$ cat config.mk
export PLATFORM = sky130hd
export DESIGN_NAME = predecode_intr_flat
export DESIGN_NICKNAME = d
export VERILOG_FILES = /design/src/rtl/predecode_intr_pkg.sv /design/src/rtl/predecode_intr_if.sv /design/src/rtl/predecode_intr_sync_edge.sv /design/src/rtl/predecode_intr.sv /design/src/flat_wrapper.sv
export SDC_FILE = /design/constraint.sdc
export NUM_CORES = 1
export LEC_CHECK = 0
export BUFFER_PORTS_ARGS = -buffer_cell sky130_fd_sc_hd__buf_2
export CAP_MARGIN = 10
export CORE_MARGIN = 3
export CORE_UTILIZATION = 24
export DETAILED_ROUTE_END_ITERATION = 8
export HOLD_SLACK_MARGIN = 0.06
export MAX_ROUTING_LAYER = met4
export PLACE_DENSITY_LB_ADDON = 0.05
export SETUP_SLACK_MARGIN = 0.02
export SYNTH_ARGS = -nofsm -noshare
export SYNTH_HDL_FRONTEND = slang
export SYNTH_HIERARCHICAL = 1
export SYNTH_SLANG_ARGS = --single-unit
$ cat constraint.sdc
create_clock -name phi1 -period 2.7 [get_ports phi1]
set_input_delay 0.27 -clock phi1 [delete_from_list [all_inputs] [get_ports phi1]]
set_output_delay 0.27 -clock phi1 [all_outputs]
set_load 0.005 [all_outputs]
$ cat src/rtl/predecode_intr_pkg.sv
// Shared types and constants for the predecode/interrupt front-end.
package predecode_intr_pkg;

  localparam int unsigned OPC_W  = 8;
  localparam int unsigned KIND_W = 4;

  // Bit positions in the one-hot interrupt-kind vector
  localparam int unsigned RST_I = 0;
  localparam int unsigned NMI_I = 1;
  localparam int unsigned IRQ_I = 2;
  localparam int unsigned BRK_I = 3;

  localparam logic [OPC_W-1:0] BRK_OPCODE_DEF = 8'h00;

  // Kind of sequence the FSM is currently running
  typedef enum logic [2:0] {
    SVC_NONE = 3'd0,
    SVC_RST  = 3'd1,
    SVC_NMI  = 3'd2,
    SVC_IRQ  = 3'd3,
    SVC_BRK  = 3'd4
  } svc_e;

  // Instruction-register payload presented to the FSM
  typedef struct packed {
    logic [OPC_W-1:0]  opcode;
    logic [KIND_W-1:0] kind;
    logic              forced;
  } ir_t;

  // One-hot kind vector for a service state
  function automatic logic [KIND_W-1:0] svc_onehot(svc_e s);
    logic [KIND_W-1:0] v;
    v = '0;
    case (s)
      SVC_RST: v[RST_I] = 1'b1;
      SVC_NMI: v[NMI_I] = 1'b1;
      SVC_IRQ: v[IRQ_I] = 1'b1;
      SVC_BRK: v[BRK_I] = 1'b1;
      default: v = '0;
    endcase
    return v;
  endfunction

endpackage

$ cat src/rtl/predecode_intr_if.sv
// Handshake/bus between the control FSM side and the predecode front-end.
interface predecode_intr_if;
  import predecode_intr_pkg::*;

  logic              RDY;
  logic              T1now;
  logic [OPC_W-1:0]  dataIn;
  logic              statusI;
  logic              nmi;
  logic              irq;
  logic              intAck;
  logic [OPC_W-1:0]  opcodeOut;
  logic [KIND_W-1:0] interruptArray;
  logic              intPending;
  logic              forcedBrk;

  modport master (
    output RDY, T1now, dataIn, statusI, nmi, irq, intAck,
    input  opcodeOut, interruptArray, intPending, forcedBrk
  );

  modport slave (
    input  RDY, T1now, dataIn, statusI, nmi, irq, intAck,
    output opcodeOut, interruptArray, intPending, forcedBrk
  );

endinterface

$ cat src/rtl/predecode_intr_sync_edge.sv
// Multi-flop synchroniser producing a synced level and its rising-edge pulse.
module predecode_intr_sync_edge #(
  parameter int unsigned SYNC_STAGES = 2
) (
  input  logic clk_i,
  input  logic rst_ni,
  input  logic d_i,
  output logic level_o,
  output logic rise_c_o
);

  logic [SYNC_STAGES-1:0] sync_q;
  logic                   prev_q;

  // Shift the async input through the chain and keep the previous synced value
  always_ff @(posedge clk_i or negedge rst_ni) begin
    if (!rst_ni) begin
      sync_q <= '0;
      prev_q <= 1'b0;
    end else begin
      sync_q[0] <= d_i;
      for (int unsigned i = 1; i < SYNC_STAGES; i++) begin
        sync_q[i] <= sync_q[i-1];
      end
      prev_q <= sync_q[SYNC_STAGES-1];
    end
  end

  assign level_o  = sync_q[SYNC_STAGES-1];
  assign rise_c_o = sync_q[SYNC_STAGES-1] & ~prev_q;

endmodule

$ cat src/rtl/predecode_intr.sv
// Predecode/interrupt front-end: latches the opcode at T1 and substitutes BRK
// with a one-hot kind vector whenever RST, NMI or an unmasked IRQ is due.
module predecode_intr
  import predecode_intr_pkg::*;
#(
  parameter int unsigned      SYNC_STAGES = 2,
  parameter logic [OPC_W-1:0] BRK_OPCODE  = BRK_OPCODE_DEF
) (
  input  logic              phi1,
  input  logic              rst,
  predecode_intr_if.slave   bus
);

  logic nmi_rise;
  logic nmi_level_unused;
  logic irq_level;
  logic irq_rise_unused;

  logic rst_pend_q, rst_pend_d;
  logic nmi_latch_q, nmi_latch_d;
  svc_e svc_q, svc_d;
  ir_t  ir_q, ir_d;

  logic load, ack, irq_pend, rst_post, nmi_post, is_intr;
  svc_e kind;

  predecode_intr_sync_edge #(.SYNC_STAGES(SYNC_STAGES)) u_nmi_sync (
    .clk_i    (phi1),
    .rst_ni   (rst),
    .d_i      (bus.nmi),
    .level_o  (nmi_level_unused),
    .rise_c_o (nmi_rise)
  );

  predecode_intr_sync_edge #(.SYNC_STAGES(SYNC_STAGES)) u_irq_sync (
    .clk_i    (phi1),
    .rst_ni   (rst),
    .d_i      (bus.irq),
    .level_o  (irq_level),
    .rise_c_o (irq_rise_unused)
  );

  // Next-state: acknowledge clears first, then the load decision sees post-clear terms
  always_comb begin
    load     = bus.RDY & bus.T1now;
    ack      = bus.RDY & bus.intAck;
    irq_pend = irq_level & ~bus.statusI;
    rst_post = rst_pend_q  & ~(ack && (svc_q == SVC_RST));
    nmi_post = nmi_latch_q & ~(ack && (svc_q == SVC_NMI));

    if (rst_post)                       kind = SVC_RST;
    else if (nmi_post)                  kind = SVC_NMI;
    else if (irq_pend)                  kind = SVC_IRQ;
    else if (bus.dataIn == BRK_OPCODE)  kind = SVC_BRK;
    else                                kind = SVC_NONE;
    is_intr = rst_post | nmi_post | irq_pend;

    rst_pend_d  = rst_post;
    nmi_latch_d = nmi_post | nmi_rise;

    svc_d = svc_q;
    ir_d  = ir_q;
    if (ack) svc_d = SVC_NONE;
    if (load) begin
      svc_d     = kind;
      ir_d.opcode = is_intr ? BRK_OPCODE : bus.dataIn;
      ir_d.kind   = svc_onehot(kind);
      ir_d.forced = is_intr;
    end
  end

  // State registers; reset looks like a pending RST already loaded into the IR
  always_ff @(posedge phi1 or negedge rst) begin
    if (!rst) begin
      rst_pend_q  <= 1'b1;
      nmi_latch_q <= 1'b0;
      svc_q       <= SVC_RST;
      ir_q        <= '{opcode: BRK_OPCODE, kind: svc_onehot(SVC_RST), forced: 1'b1};
    end else begin
      rst_pend_q  <= rst_pend_d;
      nmi_latch_q <= nmi_latch_d;
      svc_q       <= svc_d;
      ir_q        <= ir_d;
    end
  end

  assign bus.opcodeOut      = ir_q.opcode;
  assign bus.interruptArray = ir_q.kind;
  assign bus.forcedBrk      = ir_q.forced;
  assign bus.intPending     = rst_pend_q | nmi_latch_q | irq_pend;

endmodule

$ cat src/flat_wrapper.sv
// flat-port wrapper written by rule: the top's interface ports become plain ports
module predecode_intr_flat import predecode_intr_pkg::*;
#(
  parameter int unsigned      SYNC_STAGES = 2,
  parameter logic [OPC_W-1:0] BRK_OPCODE  = BRK_OPCODE_DEF
)
  (phi1, rst, bus_RDY, bus_T1now, bus_dataIn, bus_statusI, bus_nmi, bus_irq, bus_intAck, bus_opcodeOut, bus_interruptArray, bus_intPending, bus_forcedBrk);
  predecode_intr_if bus_i ();
  input  logic phi1;
  input  logic rst;
  input wire logic [$bits(bus_i.RDY)-1:0] bus_RDY;
  input wire logic [$bits(bus_i.T1now)-1:0] bus_T1now;
  input wire logic [$bits(bus_i.dataIn)-1:0] bus_dataIn;
  input wire logic [$bits(bus_i.statusI)-1:0] bus_statusI;
  input wire logic [$bits(bus_i.nmi)-1:0] bus_nmi;
  input wire logic [$bits(bus_i.irq)-1:0] bus_irq;
  input wire logic [$bits(bus_i.intAck)-1:0] bus_intAck;
  output wire logic [$bits(bus_i.opcodeOut)-1:0] bus_opcodeOut;
  output wire logic [$bits(bus_i.interruptArray)-1:0] bus_interruptArray;
  output wire logic [$bits(bus_i.intPending)-1:0] bus_intPending;
  output wire logic [$bits(bus_i.forcedBrk)-1:0] bus_forcedBrk;
  assign bus_i.RDY = bus_RDY;
  assign bus_i.T1now = bus_T1now;
  assign bus_i.dataIn = bus_dataIn;
  assign bus_i.statusI = bus_statusI;
  assign bus_i.nmi = bus_nmi;
  assign bus_i.irq = bus_irq;
  assign bus_i.intAck = bus_intAck;
  assign bus_opcodeOut = bus_i.opcodeOut;
  assign bus_interruptArray = bus_i.interruptArray;
  assign bus_intPending = bus_i.intPending;
  assign bus_forcedBrk = bus_i.forcedBrk;
  predecode_intr #(.SYNC_STAGES(SYNC_STAGES), .BRK_OPCODE(BRK_OPCODE)) u_core (.phi1(phi1), .rst(rst), .bus(bus_i));
endmodule
==> results.cfg <==
[finish]
nNetsFinal = 119
n_fill_cell = 364
synthToLayoutAreaGrowth_pct = 26.7
antenna_cells_inserted = 0
mostFrequentLayoutCell = buf_2
design_area_um2 = 1160
final_cell_mix = 29 x buf_2, 19 x dfrtp_1, 10 x a22o_1
drive_above_1_share_pct = 40.2

[sta]
final.setup.worst_slack_ns = 1.15
fin_setup_tns_ns = 0
slew-limit-headroom_pct = 61.3
hold_ws_ns = 0.111
number_of_hold_violations_in_the_final_report = 0
timing.final.crit_share_pct = 57.5
grt_setup_unrepaired = false
finalMaxSlewViolations = 0
finalCriticalPeriod_ns = 1.55
setup-violations-final = 0
fmax_mhz = 644
max_slew.worst_pin.slew_ns = 0.578
fin_worst_skew_ns = 0.00169

[grt]
grt_util_all_layers_pct = 9.91
globalRouteOverflowTotal = 0
grt_start_max_net_pins = 24
antenna_violations_before_repair = 0
grt_pass1_vias = 649
grt_pass1_wl_um = 3160

[clocking]
clock_sinks = 23
cts_post_setup_buffers_inserted = 0
htree_levels = 1
total_clock_buffers_created_by_cts = 3
clockRootBuffer = clkbuf_8
cts.path.max_buffers = 2
clk_latency_ns = 0.26
cts_tree = yes
clk_pin_slew_worst_paths_ns = 0.08

[pwr]
reported_leakage_power_uw = 0.000576
peakVddDrop_mv = 0.249
cellPowerDensity_nw_per_um2 = 606

[worst_hold_path]
hp-class = input pin to register
worstHoldStart = bus_irq

[place]
port_buffers = 29
gpl.final_weighted_congestion = 0.694
detailedPlace.worstSlack_ns = 1.02
post-dp-hpwl_um = 1370
place_area_um2 = 1100

[die]
start_util_pct = 26.1
fp.dieArea_um2 = 4580
floorplan.core_area_um2 = 3490
io_pins = 30
num_rows = 21
die_width_um = 67.7
die_y_um = 67.7

[critical_path]
critical_path_class = register to register
cp_max_fo = 11
worst-endpoint-required_ns = 2.90
arrival_ns = 1.75
sequence_of_cells_on_the_critical_path = nand2b_1 -> o21ai_2 -> and4b_1 -> a22o_1
crit_buf_inv = 0
max_stage_delay_ns = 0.56
cpLargestDelayFamily = flip-flops
critical_path.endpoint_type = register
worst_path_max_delay_cell = dfstp_2
rr_startpoint = u_core/svc_q[0]$_DFFE_PN1P_
worstSetupStartpointType = register
crit_start = u_core/svc_q[0]$_DFFE_PN1P_

[synthesis]
syn_avg_cell_area_um2 = 13.0
synth_fp_nets = 86
syn-instance-count = 70
synthesis.yosys.warnings = 6
mappedNetlistArea_um2 = 912

[detailed_routing]
detailedRoute.firstIterationViolations = 22
number_of_vias_after_detailed_routing = 653
post-route-drc-count = 0
detail_route.wirelength_um = 1880
drt-wirelength-per-cell_um = 12.7
drt_pass1_iterations = 2
drtAntennaViolNets = 0
average_vias_per_placed_instance = 4.41

[job]
cap_viol_max_count = 0

[status]
status = completed
[worst paths after layout]
| check | endpoint | slack (ns) | cells past startpoint |
|---|---|---|---|
| max in group asynchronous | u_core/bus.forcedBrk$_DFFE_PN1P_ | 1.82 | 2 |
| min | u_core/u_irq_sync/sync_q[0]$_DFF_PN0_ | 0.11 | 1 |
| min reg2reg | u_core/u_irq_sync/sync_q[1]$_DFF_PN0_ | 0.35 | 0 |
| max | u_core/bus.opcodeOut[3]$_DFFE_PN0P_ | 1.15 | 4 |
| min in group asynchronous | u_core/bus.interruptArray[1]$_DFFE_PN0P_ | 0.52 | 2 |
| max reg2reg | u_core/bus.opcodeOut[3]$_DFFE_PN0P_ | 1.15 | 4 |
[area by class of cell]
class,count,area [um^2],share of cell area (%)
flip-flops and latches,23,581,50.2
inverters,3,11.3,0.974
repair buffers,30,155,13.4
clock buffers,3,41.3,3.57
clock inverters,1,5.00,0.433
well taps,46,57.6,4.98
multi-input cells,42,305,26.4
[power by group]
| part | internal [uW] | total, uW | leakage [uW] | switching (uW) |
|---|---|---|---|---|
| clock network | 103 | 208 | 0.0000255 | 106 |
| logic | 48.6 | 98.1 | 0.000267 | 49.6 |
| registers | 376 | 394 | 0.000284 | 18.1 |
[timing repair]
action	CTS	global route
hold buffers	1	0
resized for setup	0	0
hold endpoints to repair	19	0
[per-stage QoR]
| stage | total power (uW) | std cells | util [%] |
|---|---|---|---|
| 3_5_place_dp | 501 | 143 | 31.5 |
| 2_1_floorplan | 448 | 70 | - |
| 3_3_place_gp | 502 | 143 | 31.5 |
| 4_1_cts | 718 | 148 | 33.1 |
| 6_report | 701 | 148 | 33.1 |
| 5_1_grt | 749 | 148 | 33.1 |
[flip-flops by register name, summed over array words and instances (netlist names)]
signal                     count
u_core/bus.opcodeOut           8
u_core/bus.interruptArray      4
u_core/svc_q                   3
u_core/u_irq_sync/sync_q       2
u_core/u_nmi_sync/sync_q       2
u_core/bus.forcedBrk           1
u_core/nmi_latch_q             1
u_core/rst_pend_q              1
u_core/u_nmi_sync/prev_q       1
[per-layer routing]
metal  wire length [um]  track usage [%]
met2                869             14.6
met1                860             12.0
met5                  0                -
met3                129             3.16
met4                 18             5.32
Power figures use the tool's default switching activity.
